--- config.mk ---
export PLATFORM = sky130hd
export DESIGN_NAME = pomodoro_session_scheduler
export DESIGN_NICKNAME = d
export VERILOG_FILES = /design/src/rtl/pomodoro_pkg.sv /design/src/rtl/bcd_mmss_down_counter.sv /design/src/rtl/pomodoro_session_scheduler.sv
export SDC_FILE = /design/constraint.sdc
export NUM_CORES = 1
export LEC_CHECK = 0
export CORE_UTILIZATION = 31
export DETAILED_ROUTE_END_ITERATION = 8
export SETUP_SLACK_MARGIN = 0.02
export SYNTH_ARGS = -nofsm -noshare
export SYNTH_HDL_FRONTEND = slang
export SYNTH_HIERARCHICAL = 1
export SYNTH_SLANG_ARGS = --single-unit
export TNS_END_PERCENT = 10
--- constraint.sdc ---
create_clock -name clk -period 9.7 [get_ports clk]
set_input_delay 1.94 -clock clk [delete_from_list [all_inputs] [get_ports clk]]
set_output_delay 1.94 -clock clk [all_outputs]
set_load 0.02 [all_outputs]
--- src/rtl/pomodoro_pkg.sv ---
// Shared phase/state encodings and two-digit BCD helpers for the Pomodoro scheduler.
package pomodoro_pkg;

    localparam logic [2:0] PH_IDLE  = 3'd0;
    localparam logic [2:0] PH_WORK  = 3'd1;
    localparam logic [2:0] PH_SHORT = 3'd2;
    localparam logic [2:0] PH_LONG  = 3'd3;

    typedef enum logic [2:0] {
        ST_IDLE  = 3'd0,
        ST_WORK  = 3'd1,
        ST_SHORT = 3'd2,
        ST_LONG  = 3'd3,
        ST_PAUSE = 3'd4
    } state_e;

    // Only used on elaboration-time constants, so the divide never reaches hardware.
    function automatic logic [7:0] to_bcd2(input int unsigned value);
        logic [3:0] tens;
        logic [3:0] ones;
        tens = 4'((value / 10) % 10);
        ones = 4'(value % 10);
        return {tens, ones};
    endfunction

    function automatic logic [7:0] bcd2_inc(input logic [7:0] v);
        if (v[3:0] == 4'd9) begin
            if (v[7:4] == 4'd9) begin
                return 8'h00;
            end
            return {v[7:4] + 4'd1, 4'd0};
        end
        return {v[7:4], v[3:0] + 4'd1};
    endfunction

    function automatic logic [7:0] bcd2_dec(input logic [7:0] v);
        if (v[3:0] == 4'd0) begin
            return {v[7:4] - 4'd1, 4'd9};
        end
        return {v[7:4], v[3:0] - 4'd1};
    endfunction

endpackage

--- src/rtl/bcd_mmss_down_counter.sv ---
// mm:ss countdown held as four BCD digits; load wins over decrement.
module bcd_mmss_down_counter
    import pomodoro_pkg::*;
#(
    parameter logic [7:0] RESET_MIN = 8'h25
) (
    input  logic       clk,
    input  logic       rst,
    input  logic       load_i,
    input  logic [7:0] load_min_i,
    input  logic       dec_i,
    output logic [7:0] mm_o,
    output logic [7:0] ss_o,
    output logic       is_0001_o
);

    logic [7:0] mm_q, mm_d;
    logic [7:0] ss_q, ss_d;

    always_comb begin
        mm_d = mm_q;
        ss_d = ss_q;
        if (load_i) begin
            mm_d = load_min_i;
            ss_d = 8'h00;
        end else if (dec_i) begin
            if (ss_q == 8'h00) begin
                ss_d = 8'h59;
                mm_d = bcd2_dec(mm_q);
            end else begin
                ss_d = bcd2_dec(ss_q);
            end
        end
    end

    always_ff @(posedge clk or posedge rst) begin
        if (rst) begin
            mm_q <= RESET_MIN;
            ss_q <= 8'h00;
        end else begin
            mm_q <= mm_d;
            ss_q <= ss_d;
        end
    end

    assign mm_o      = mm_q;
    assign ss_o      = ss_q;
    assign is_0001_o = (mm_q == 8'h00) && (ss_q == 8'h01);

endmodule

--- src/rtl/pomodoro_session_scheduler.sv ---
// Pomodoro session FSM: WORK/SHORT/LONG sequencing, 1 s prescaler, BCD session
// counter and a display-valid strobe for the downstream shift-register loader.
module pomodoro_session_scheduler
    import pomodoro_pkg::*;
#(
    parameter int unsigned TICK_DIV   = 125000000,
    parameter int unsigned WORK_MIN   = 25,
    parameter int unsigned SHORT_MIN  = 5,
    parameter int unsigned LONG_MIN   = 15,
    parameter int unsigned LONG_EVERY = 4
) (
    input  logic       clk,
    input  logic       rst,
    input  logic       start_i,
    input  logic       pause_i,
    input  logic       skip_i,
    input  logic       abort_i,
    output logic [2:0] phase_o,
    output logic       run_o,
    output logic       paused_o,
    output logic [7:0] min_bcd_o,
    output logic [7:0] sec_bcd_o,
    output logic [7:0] session_bcd_o,
    output logic       phase_done_o,
    output logic       disp_vld_o
);

    localparam int unsigned    PW           = $clog2(TICK_DIV);
    localparam logic [PW-1:0]  TICK_LAST    = PW'(TICK_DIV - 1);
    localparam logic [7:0]     WORK_BCD     = to_bcd2(WORK_MIN);
    localparam logic [7:0]     SHORT_BCD    = to_bcd2(SHORT_MIN);
    localparam logic [7:0]     LONG_BCD     = to_bcd2(LONG_MIN);
    localparam logic [3:0]     LONG_EVERY_C = 4'(LONG_EVERY);

    state_e        state_q, state_d;
    state_e        saved_q, saved_d;
    state_e        resume_st;
    logic [PW-1:0] presc_q, presc_d;
    logic [3:0]    cyc_q, cyc_d;
    logic [7:0]    session_q, session_d;
    logic          done_q, done_d;
    logic          active, tick;
    logic          load, dec;
    logic [7:0]    load_min;
    logic [7:0]    mm, ss;
    logic          is_0001;

    logic [2:0]    phase_prev_q;
    logic [7:0]    mm_prev_q, ss_prev_q, session_prev_q;
    logic          vld_q;

    bcd_mmss_down_counter #(
        .RESET_MIN (WORK_BCD)
    ) u_counter (
        .clk        (clk),
        .rst        (rst),
        .load_i     (load),
        .load_min_i (load_min),
        .dec_i      (dec),
        .mm_o       (mm),
        .ss_o       (ss),
        .is_0001_o  (is_0001)
    );

    assign active    = (state_q == ST_WORK) || (state_q == ST_SHORT) || (state_q == ST_LONG);
    assign tick      = active && (presc_q == TICK_LAST);
    assign resume_st = (state_q == ST_PAUSE) ? saved_q : state_q;

    // Events are resolved strictly abort > skip > pause > start > tick.
    always_comb begin
        state_d   = state_q;
        saved_d   = saved_q;
        presc_d   = presc_q;
        cyc_d     = cyc_q;
        session_d = session_q;
        done_d    = 1'b0;
        load      = 1'b0;
        load_min  = WORK_BCD;
        dec       = 1'b0;
        if (active) begin
            presc_d = tick ? '0 : presc_q + 1'b1;
        end
        if (abort_i) begin
            state_d = ST_IDLE;
            load    = 1'b1;
            cyc_d   = 4'd0;
            presc_d = '0;
        end else if (skip_i && (state_q != ST_IDLE)) begin
            done_d  = 1'b1;
            load    = 1'b1;
            presc_d = '0;
            if (resume_st == ST_WORK) begin
                state_d  = ST_SHORT;
                load_min = SHORT_BCD;
            end else begin
                state_d  = ST_WORK;
            end
        end else if (pause_i && (state_q != ST_IDLE)) begin
            presc_d = presc_q;
            if (state_q == ST_PAUSE) begin
                state_d = saved_q;
            end else begin
                state_d = ST_PAUSE;
                saved_d = state_q;
            end
        end else if (start_i && (state_q == ST_IDLE)) begin
            state_d = ST_WORK;
            load    = 1'b1;
            presc_d = '0;
        end else if (tick) begin
            if (is_0001) begin
                done_d = 1'b1;
                load   = 1'b1;
                if (state_q == ST_WORK) begin
                    session_d = bcd2_inc(session_q);
                    if (cyc_q + 4'd1 == LONG_EVERY_C) begin
                        state_d  = ST_LONG;
                        load_min = LONG_BCD;
                        cyc_d    = 4'd0;
                    end else begin
                        state_d  = ST_SHORT;
                        load_min = SHORT_BCD;
                        cyc_d    = cyc_q + 4'd1;
                    end
                end else begin
                    state_d = ST_WORK;
                end
            end else begin
                dec = 1'b1;
            end
        end
    end

    always_ff @(posedge clk or posedge rst) begin
        if (rst) begin
            state_q   <= ST_IDLE;
            saved_q   <= ST_WORK;
            presc_q   <= '0;
            cyc_q     <= 4'd0;
            session_q <= 8'h00;
            done_q    <= 1'b0;
        end else begin
            state_q   <= state_d;
            saved_q   <= saved_d;
            presc_q   <= presc_d;
            cyc_q     <= cyc_d;
            session_q <= session_d;
            done_q    <= done_d;
        end
    end

    always_comb begin
        case (resume_st)
            ST_WORK:  phase_o = PH_WORK;
            ST_SHORT: phase_o = PH_SHORT;
            ST_LONG:  phase_o = PH_LONG;
            default:  phase_o = PH_IDLE;
        endcase
    end

    // Delayed copy of the displayed values; any difference raises one strobe.
    always_ff @(posedge clk or posedge rst) begin
        if (rst) begin
            phase_prev_q   <= PH_IDLE;
            mm_prev_q      <= WORK_BCD;
            ss_prev_q      <= 8'h00;
            session_prev_q <= 8'h00;
            vld_q          <= 1'b1;
        end else begin
            phase_prev_q   <= phase_o;
            mm_prev_q      <= mm;
            ss_prev_q      <= ss;
            session_prev_q <= session_q;
            vld_q          <= (phase_o != phase_prev_q) || (mm != mm_prev_q) ||
                              (ss != ss_prev_q) || (session_q != session_prev_q);
        end
    end

    assign run_o         = active;
    assign paused_o      = (state_q == ST_PAUSE);
    assign min_bcd_o     = mm;
    assign sec_bcd_o     = ss;
    assign session_bcd_o = session_q;
    assign phase_done_o  = done_q;
    assign disp_vld_o    = vld_q;

endmodule

Yosys cells after proc, flatten, opt, wreduce, memory -nomap -nowiden
Cells that the tools add are included.

Flip-flop bits (word level): 90. Bits in latches: 0. Bits in writable memories: 0. Memory bits (read-only): 0. Bits of input ports: 6. Output and inout bits: 31. Word-level logic and storage cells: 173. Memories: 0.

Add/sub/neg operators: 8. Multiply operators: 0. Div/mod/pow operators: 0. Order comparisons: 0. Equal/unequal tests: 20. Shift operators: 0. Muxes and demuxes: 90. Bitwise gates (word level): 4. Reduce and logical (&&, ||, !) cells: 35.

Operators with widths (count): 2-to-1 mux 27 bit (6); 2-to-1 mux 8 bit (15); 2-to-1 mux 1 bit (42); 2-to-1 mux 4 bit (9); 2-to-1 mux 6 bit (6); adder 27 x 1 -> 27 bit, second input constant (1); == test 27 bit, second input constant (1); 2-to-1 mux 3 bit (9); != test 8 bit (3); logical NOT 8 bit (2); subtractor 4 x 1 -> 4 bit, second input constant (4); adder 4 x 1 -> 4 bit, second input constant (3); == test 3 x 2 -> 1 bit, second input constant (4); nonzero test 2 bit (6); nonzero test 5 bit (2); == test 4 bit, second input constant (2); == test 8 x 1 -> 1 bit, second input constant (1); logical NOT 4 bit (2); AND reduction 2 bit (4); AND reduction 8 bit (1); AND reduction 7 bit (1); == test 3 x 1 -> 1 bit, second input constant (2); != test 2 bit, second input constant (3); case mux 2 bit (3 select lines) (1); other kinds (14) (27).

Logic depth before layout (Yosys ltp)
Gate-level depths: netlist of run 1.

Depth in word-level cells: 15. Mapped depth: 12.

Cells and area by module
The synthesis of run 1 kept the hierarchy.

Modules (own cells, without submodules): pomodoro_session_scheduler (instances 1, cells each 361, area each 3701.0 um2); bcd_mmss_down_counter (instances 1, cells each 103, area each 919.6 um2).

Worst setup path after synthesis of run 1
Ideal clock, no wire load.

Kind: input -> register. Start point: in skip_i. End point: reg u_counter.mm_q[3], in the netlist u_counter/mm_o[3]. Setup time: 0.126 ns. Arrival time: 4.156 ns. Slack: 5.418 ns. Stages: 10. Path buffers: 2. Path through: clkbuf_1 -> o31a_1 -> a211oi_2 -> nand2_1 -> nor3_1 -> or3b_1 -> clkbuf_1 -> nor4_1 -> nor2_1 -> a221o_1.

Longest elaborated chain between the ends: 5. Elaborated cells on any way between the ends: 11. Those cells by class: 7 x mux; 4 x reduce/logical.

Ends and longest elaborated chain: start: declaration (line pomodoro_session_scheduler.sv:16) `input logic skip_i,`; logical AND 1 bit (line pomodoro_session_scheduler.sv:88) `end else if (skip_i && (state_q != ST_IDLE)) begin`; 2-to-1 mux 1 bit (line pomodoro_session_scheduler.sv:88); 2-to-1 mux 1 bit (line pomodoro_session_scheduler.sv:83) `if (abort_i) begin`; via dec (line pomodoro_session_scheduler.sv:43) `logic load, dec;`; nonzero test 2 bit (no line); AND reduction 2 bit (no line); end signal: assignment (line bcd_mmss_down_counter.sv:41) `mm_q <= mm_d;`; end: declaration (line bcd_mmss_down_counter.sv:17) `logic [7:0] mm_q, mm_d;`.

The timed path passes the listed nets, and every way through them passes these cells. A chain may end at the register's enable or synchronous reset.

Final worst setup path of run 1
Start point: in skip_i. End point: reg u_counter.mm_q[7], in the netlist u_counter/mm_o[7].

Longest elaborated chain between the ends: 5. Elaborated cells on any way between the ends: 10. Those cells by class: 5 x mux; 5 x reduce/logical.

Ends and longest elaborated chain (line): logical AND 1 bit (pomodoro_session_scheduler.sv:88); 2-to-1 mux 1 bit (pomodoro_session_scheduler.sv:88); 2-to-1 mux 1 bit (pomodoro_session_scheduler.sv:83); via dec (pomodoro_session_scheduler.sv:43); nonzero test 2 bit (no line); AND reduction 3 bit (no line).

The timed path passes the listed nets, and every way through them passes these cells.

==> qor.yml, run 1 <==
routing:
  vias: 3614
  drt_first_pass_iters: 4
  antenna_left: 0
  wl_per_cell_um: 15.1
  wl_mm: 10.4
  vias_per_cell: 5.23
  drt_iter0_drc: 285
  drcViolationCount: 0
layout:
  layout-drive-gt1-share_pct: 8.09
  n_antenna_cell: 0
  area_delta_synth_final_pct: 18.3
  final_nets: 515
hold_path:
  hold_path_depth: 0
  hp-class: "flip-flop to flip-flop"
  min_from: "u_counter/mm_o[5]"
critical_path:
  path_max_fanout: 9
  end_kind: "flip-flop"
  path_class: "input port to flip-flop"
  startpoint: "skip_i"
  r2r_cells: 8
  required_ns: 9.96
  path_cells: "clkdlybuf4s50_1 > o31a_1 > a211oi_2 > nand2_1 > nor3_1 > or3b_1 > nor4_4 > nand3b_1 > a31oi_1"
  cp.arrival_ns: 5.04
  reg2reg_setup_slack_ns: 6.21
  critPathSlowestCell: "clkdlybuf4s50_1"
  critPathMaxStageDelay_ns: 0.54
  rr_endpoint: "u_counter/mm_o[7]"
  start_kind: "input port"
  crit_end: "u_counter/mm_o[7]"
  rr_startpoint: "state_q[1]"
power:
  power.share.clock_pct: 31.1
  power_density_nw_per_um2: 202
  intPower_mw: 0.739
  combPwrFrac_pct: 25.3
  seq_power_share_pct: 43.6
  p_switching_mw: 0.368
  p_sw_share_pct: 33.2
  ir_worst_vdd_mv: 0.108
  leakage_nw: 2.28
synth:
  seq_area_frac_synth_pct: 48.4
  synth-edff-count: 0
  postSynthAreaPerCell_um2: 9.96
  synth_cells: 464
  synth_top_flop_cell: "dfrtp_1"
  ys_seq_elements: 89
  netlist_area_um2: 4620
  ys_warn_count: 6
  synth.distinct_cells: 64
  async_flop_share_pct: 100
placement:
  portBuffers: 35
  dp_slack_ns: 4.62
  post-dp-hpwl_mm: 7.32
  place_congestion: 0.835
clock_tree:
  clk_latency_ns: 0.35
  cts_max_path_buffers: 2
  clk_pin_slew_ns: 0.06
  cts_sinks: 89
  htree_num_levels: 3
  numCtsBuffers: 9
  root_buffer: "clkbuf_16"
  holdBufCountCts: 0
  cts_tree: "done"
  cts_repair_resize_count: 0
  cts_setup_buffers: 0
sta:
  maxSlewHeadroom_pct: 32.7
  hold_violations: 0
  maxSlewViolCount: 0
  finalSetupTns_ns: 0
  period_share_pct: 49.3
  tightest_slew_ns: 1.01
  rsz0062_at_grt: "no"
  period_minus_slack_ns: 4.78
  fin_skew_ns: 0.00463
  setup_slack_ns: 4.92
  max_freq_ghz: 0.209
  setup_viol: 0
global_route:
  antenna_found_initial: 0
  grt_overflow_total: 0
  grtUsageTotal_pct: 14.6
  grt_pass1_vias: 3395
  grt_max_degree: 74
  grt_pass1_wl_mm: 17.2
floorplan:
  row_count: 44
  core_um2: 14500
  start_util_pct: 31.8
  io_pins: 37
  dieArea_um2: 15400
  dieHeight_um: 124
  die_w_um: 124
outcome:
  status: "complete, no violations"
flow_run:
  cap_violations: 0
[worst max-delay path: cells and delay by family]
family,cells,cell delay (ns)
buffers and inverters,1,0.54
and+or+nand+nor,5,1.67
AOI/OAI and AO/OA,3,0.88
[worst min-delay path by stage]
stage	to	slack (ns)
after detailed placement	mm_prev_q[5]	0.39
after global routing	mm_prev_q[5]	0.41
after CTS	mm_prev_q[5]	0.40
final	mm_prev_q[5]	0.40
after global placement	mm_prev_q[5]	0.39
after floorplan	mm_prev_q[5]	0.42
[metrics by stage]
step	utilization [%]	instance area, um^2	cells	hold WS [ns]	total power [mW]
final	37.6	5470	691	0.405	1.11
after floorplan	-	4640	469	0.422	0.672
after detailed placement	35.6	5180	676	0.395	0.770
after global routing	37.6	5470	691	0.410	1.17
after CTS	37.6	5470	691	0.405	1.12
after global placement	35.6	5180	676	0.393	0.767
[power groups by stage]
stage / clock network [mW] / logic, mW / registers [mW]
after global placement: 0 / 0.280 / 0.487
after floorplan: 0 / 0.193 / 0.479
after detailed placement: 0 / 0.282 / 0.488
final: 0.344 / 0.280 / 0.482
after CTS: 0.354 / 0.283 / 0.481
after global routing: 0.366 / 0.313 / 0.489
[routing by layer]
metal / vias to the layer above / wire length [um] / global-route usage, %
li1: 1743 / - / -
met1: 1789 / 5100 / 20.1
met2: 75 / 4760 / 21.9
met3: 7 / 420 / 4.08
met5: - / 0 / 0
met4: 0 / 132 / 5.06
[cell usage after synthesis (2+ instances only)]
library cell   n  share of area (%)
nand2b_1       3               0.41
nor2b_1        7               0.95
o31ai_1        3               0.49
inv_1         17                1.4
or3_1          3               0.41
nor2_1        53                4.3
a211oi_1       2               0.32
nor4_1        12                1.6
o21ai_1        3               0.32
a221o_1        2               0.43
nor4b_1        6                1.1
and2_1         3               0.41
dfstp_2        8                4.5
nor3b_1        3               0.49
nand2_1       23                1.9
mux2_1         4               0.97
conb_1         2               0.16
a21bo_2        2               0.43
nor3_1        12                1.3
dfrtp_1       81                 44
nand3_1       26                2.8
a21o_1         3               0.49
xor2_1        36                6.8
o21bai_1       2               0.32
a2bb2oi_1      2               0.38
mux2i_1        2               0.43
a22o_1         4               0.76
a21oi_1       14                1.5
buf_2          8               0.87
and3_1        10                1.4
clkbuf_1       7               0.57
nand4_1       25                3.4
a211oi_2       2               0.54
xnor2_1       18                3.4
o21ai_0       11                1.2
ha_1           6                1.6
or4_1          5               0.81
o31a_1         2               0.38
a31oi_1        4               0.54
nand3b_1       3               0.49
and4_1         2               0.38
[final cells by class]
class | instances | area (um^2)
inverters | 17 | 63.8
flip-flops and latches | 89 | 2240
multi-input cells | 347 | 2270
clock inverters | 5 | 58.8
repair buffers | 39 | 380
clock buffers | 10 | 229
well taps | 184 | 230
fillers | 1479 | 9070
[state kept, by name, summed over array words and instances (netlist names), 2 cells and up]
name	flops
saved_q	3
cyc_q	4
presc_q	27
mm_prev_q	8
u_counter/mm_o	8
state_q	3
session_bcd_o	8
ss_prev_q	8
session_prev_q	8
phase_prev_q	2
u_counter/ss_o	8
[logic make-up (layout without fill, tap and decap cells)]
kind of cell / count (synthesis) / in the layout / synth area share [%]
XOR/XNOR: 54 / 54 / 10.2
other: 2 / 7 / 0.163
buffers and inverters: 33 / 71 / 2.98
multiplexers: 7 / 7 / 1.65
flip-flops: 89 / 89 / 48.4
adder cells (fa/ha/maj): 6 / 6 / 1.62
AO/OA/AOI/OAI: 68 / 68 / 10.6
AND/OR/NAND/NOR: 205 / 205 / 24.3
[cells in the final DEF, fill, tap and decap left out, drive strengths merged, types with 12 or more instances in the layout]
master	instances
clkdlybuf4s50	35
xor2	36
inv	17
nor3	12
xnor2	18
a21oi	14
dfrtp	81
o21ai	14
nor4	13
nand3	27
nand2	23
nor2	54
nand4	25
(Power assumes the default switching activity.)
==> run 2, diff against run 1 <==
- clock period: 9.7 -> 4.85 ns (I/O delays scaled with it)
==> run 2 against run 1 <==
Effect of this change:
- count of clock-buffer cells in the layout increased by 1
- critical endpoint is now u_counter/mm_o[3]
- combinational power grew 100%
- design area rose by 0.50%
- largest power group unchanged
- setup slack lost 3.8 ns
- sequential share of layout area shrank 0.20 points
- core utilization up 0.19 points
- flip-flop and latch count unchanged
==> qor.yml, run 2 (same netlist as run 1, synthesis figures left out) <==
layout:
  final_cell_mix: "81 x dfrtp_1, 53 x nor2_1, 36 x xor2_1"
  final-seq-area_um2: 2240
  final_nets: 518
  layout-drive-gt1-share_pct: 8.43
  area_delta_synth_final_pct: 18.9
  fillers: 1448
  multiInputGateArea_um2: 2260
  largest_reg_flops: 27
  fin_util_pct: 37.8
  final_cells: 694
  n_antenna_cell: 0
  final_cell_area_um2: 5500
  top_register: "presc_q"
  layout_commonest_cell: "dfrtp_1"
critical_path:
  path_class: "input port to flip-flop"
  path_max_fanout: 9
  critPathMaxStageDelay_ns: 0.56
  required_ns: 5.08
  critPathSlowestCell: "clkdlybuf4s50_1"
  start_kind: "input port"
  end_kind: "flip-flop"
  path_cells: "clkdlybuf4s50_1 > o31a_1 > a211oi_2 > nand2_1 > nor3_1 > or3b_1 > nor4_1 > nor2_1 > a221o_1"
  cp.arrival_ns: 3.99
power:
  ir_worst_vdd_mv: 0.196
  seq_power_share_pct: 43.2
  leakage_nw: 2.30
  intPower_mw: 1.50
  combPwrFrac_pct: 25.6
  power.total_mw: 2.24
  power.share.clock_pct: 31.2
  p_sw_share_pct: 33.0
  power_density_nw_per_um2: 407
  p_switching_mw: 0.740
sta:
  period_minus_slack_ns: 3.77
  setup_viol: 0
  hold_violations: 0
  max_freq_ghz: 0.265
  tightest_slew_ns: 1.00
  maxSlewViolCount: 0
  timing.hold.ws_ns: 0.405
  fin_skew_ns: 0.00777
  finalSetupTns_ns: 0
  setup_slack_ns: 1.08
  rsz0062_at_grt: "no"
  maxSlewHeadroom_pct: 33.1
  period_share_pct: 77.7
routing:
  vias: 3627
  drt_iter0_drc: 198
  drt_first_pass_iters: 4
  drcViolationCount: 0
  antenna_left: 0
  wl_mm: 10.5
  wl_per_cell_um: 15.1
  vias_per_cell: 5.23
floorplan:
  io_pins: 37
  dieArea_um2: 15400
  start_util_pct: 31.8
  dieHeight_um: 124
  die_w_um: 124
  core_um2: 14500
  row_count: 44
clock_tree:
  cts_tree: "done"
  root_buffer: "clkbuf_16"
  numCtsBuffers: 9
  clk_pin_slew_ns: 0.06
  cts_setup_buffers: 0
  clk_latency_ns: 0.34
  holdBufCountCts: 0
  htree_num_levels: 3
  cts_sinks: 89
  cts_max_path_buffers: 2
  cts_repair_resize_count: 0
placement:
  place_congestion: 0.805
  place_area_um2: 5200
  placed_cells: 679
  dp_slack_ns: 0.784
  portBuffers: 35
  post-dp-hpwl_mm: 7.42
global_route:
  grt_use_met3_pct: 3.62
  grtUsageTotal_pct: 14.8
  top_usage_layer: "met2"
  grt_max_degree: 31
  use_met1_pct: 20.5
  grt_overflow_total: 0
  grt_pass1_wl_mm: 17.6
  grt_pass1_vias: 3427
  use_met2_pct: 22.2
  antenna_found_initial: 0
outcome:
  status: "complete, no violations"
hold_path:
  hp-class: "flip-flop to flip-flop"
flow_run:
  cap_violations: 0
-- run 2: cell type report --
type                       count  share of cell area (%)
clock buffer                  11                    4.42
clock inverter                 4                   0.979
inverter                      17                    1.16
multi-input combinational    347                    41.2
sequential                    89                    40.7
tap                          184                    4.19
timing repair buffer          42                    7.33
-- run 2: worst paths after layout --
kind	start	endpoint	slack [ns]	cells past startpoint
hold / removal	u_counter/mm_o[5]	mm_prev_q[5]	0.41	0
setup reg to reg	state_q[1]	u_counter/mm_o[3]	1.48	8
min in group asynchronous	rst	u_counter/ss_o[6]	1.06	2
setup / recovery	skip_i	u_counter/mm_o[3]	1.08	9
max in group asynchronous	rst	presc_q[11]	2.99	3
hold reg to reg	u_counter/mm_o[5]	mm_prev_q[5]	0.41	0
-- run 2: power by group through the flow --
stage / logic (mW) / clock network [mW] / registers, mW
global placement: 0.567 / 0 / 0.973
CTS: 0.577 / 0.716 / 0.965
global route: 0.638 / 0.744 / 0.979
detailed placement: 0.574 / 0 / 0.978
floorplan: 0.385 / 0 / 0.958
finish: 0.573 / 0.699 / 0.967
-- run 2: worst max-delay path: cells and delay by family --
family | cells | cell delay, ns
AO/OA/AOI/OAI | 3 | 0.91
AND/OR/NAND/NOR | 5 | 1.55
buffers and inverters | 1 | 0.56
-- run 2: routing by layer --
metal / part of all wire, % / vias to the layer above / wire [um]
met4: 1.6 / 0 / 172
met3: 3.9 / 15 / 414
met1: 50 / 1776 / 5290
met2: 44 / 83 / 4620
met5: 0 / - / 0
li1: - / 1753 / -
==> run 3, diff against run 2 <==
- clock period: 4.85 -> 3.95 ns (I/O delays scaled with it)
==> run 3 against run 2 <==
Effect of this change:
- core utilization grew 0.37 points
- count of clock-buffer cells in the layout is the same
- clock skew grew 0.0032 ns
- design area grew 0.98%
- flip-flop and latch count is the same
- sequential share of layout area shrank 0.39 points
- critical path depth shrank 5
- routed wire length grew 2.8%
- cell count grew 1.0%
- die area is the same
- highest routed layer unchanged
- combinational power grew 30%
==> qor.yml, run 3 (same netlist as run 1, synthesis figures left out) <==
floorplan:
  start_util_pct: 31.8
  die_w_um: 124
  io_pins: 37
  dieArea_um2: 15400
  dieHeight_um: 124
  core_um2: 14500
  row_count: 44
clock_tree:
  holdBufCountCts: 0
  cts_sinks: 89
  cts_repair_resize_count: 0
  clk_latency_ns: 0.35
  cts_setup_buffers: 0
  htree_num_levels: 3
  clk_pin_slew_ns: 0.07
  cts_max_path_buffers: 2
  root_buffer: "clkbuf_16"
  cts_tree: "done"
  numCtsBuffers: 9
layout:
  layout-drive-gt1-share_pct: 9.67
  largest_reg_flops: 27
  final_nets: 524
  top_register: "presc_q"
  fillers: 1425
  final_cell_area_um2: 5550
  n_antenna_cell: 0
  area_delta_synth_final_pct: 20.1
  final_cells: 701
  final_cell_mix: "81 x dfrtp_1, 53 x nor2_1, 36 x xor2_1"
  layout_commonest_cell: "dfrtp_1"
critical_path:
  critPathSlowestCell: "dfrtp_1"
  reg2reg_setup_slack_ns: 0.74
  crit_cells: 4
  end_kind: "primary output"
  path_buf_inv: 2
  start_kind: "flip-flop"
  cpLargestDelayFamily: "buffers and inverters"
  cp.arrival_ns: 2.60
  critPathMaxStageDelay_ns: 0.63
  path_cells: "inv_1 > nor4_1 > a22o_1 > clkdlybuf4s50_1"
  startpoint: "state_q[2]"
  rr_startpoint: "state_q[1]"
  r2r_cells: 9
  required_ns: 3.16
  path_max_fanout: 14
  crit_end: "phase_o[1]"
  path_class: "flip-flop to primary output"
  rr_endpoint: "u_counter/mm_o[6]"
global_route:
  grt_overflow_total: 0
  grt_pass1_wl_mm: 17.7
  grt_max_degree: 36
  grtUsageTotal_pct: 15.1
  grt_pass1_vias: 3519
  antenna_found_initial: 0
sta:
  max_freq_ghz: 0.295
  fin_skew_ns: 0.0109
  tightest_slew_ns: 0.914
  setup_viol: 0
  period_share_pct: 85.9
  period_minus_slack_ns: 3.39
  rsz0062_at_grt: "no"
  maxSlewHeadroom_pct: 38.9
  finalSetupTns_ns: 0
  setup_slack_ns: 0.558
  maxSlewViolCount: 0
  hold_violations: 0
hold_path:
  hp-class: "flip-flop to flip-flop"
  hold_path_depth: 0
placement:
  place_congestion: 0.819
  dp_slack_ns: 0.488
  post-dp-hpwl_mm: 7.56
  portBuffers: 35
  place_area_um2: 5240
  placed_cells: 685
routing:
  drcViolationCount: 0
  drt_iter0_drc: 277
  antenna_left: 0
  vias_per_cell: 5.13
  wl_per_cell_um: 15.4
  wl_mm: 10.8
  vias: 3595
  drt_first_pass_iters: 4
outcome:
  status: "complete, no violations"
flow_run:
  cap_violations: 0
power:
  power_density_nw_per_um2: 503
  leakage_nw: 2.33
  ir_worst_vdd_mv: 0.241
run 3: cell count changes in the layout (fill, tap and decap cells not counted), sizes merged:
cell  change
buf       +6
inv       +1
run 3: power by group:
part           switching [mW]  internal [mW]
Clock                   0.363          0.511
Sequential              0.138           1.04
Combinational           0.426          0.318
Total                   0.926           1.86
run 3: worst register-to-register path, delay by kind of cell (launching register included):
kind	cells	cell delay [ns]
compound gates	2	0.29
buf+inv	1	0.18
flops	1	0.64
simple gates	6	1.98
run 3: worst min path at each step:
stage / start / endpoint / slack (ns)
after CTS: u_counter/mm_o[5] / mm_prev_q[5] / 0.41
after global placement: u_counter/mm_o[5] / mm_prev_q[5] / 0.39
final: u_counter/mm_o[5] / mm_prev_q[5] / 0.41
after global routing: u_counter/mm_o[5] / mm_prev_q[5] / 0.42
after detailed placement: u_counter/mm_o[5] / mm_prev_q[5] / 0.40
after floorplan: u_counter/mm_o[5] / mm_prev_q[5] / 0.42
run 3: layout make-up:
cell class | count | area (um^2) | share of cell area (%)
multi-input combinational | 347 | 2260 | 40.8
clock buffer | 11 | 243 | 4.37
inverter | 17 | 63.8 | 1.15
timing repair buffer | 48 | 448 | 8.07
clock inverter | 5 | 62.6 | 1.13
tap | 184 | 230 | 4.15
sequential | 89 | 2240 | 40.3
run 3: routing by layer:
metal  track usage [%]  vias up  wire (um)
met2              22.8       72       4910
met3              2.38       12        328
li1                  -     1761          -
met5                 0        -          0
met1              20.6     1750       5390
met4              8.18        0        163
run 3: metrics by stage:
stage / hold WS, ns / util [%] / total power, mW
after global routing: 0.416 / 38.2 / 2.95
after global placement: 0.393 / 36.1 / 1.92
final: 0.406 / 38.2 / 2.79
after detailed placement: 0.398 / 36.1 / 1.94
after CTS: 0.408 / 38.2 / 2.83
after floorplan: 0.422 / - / 1.65
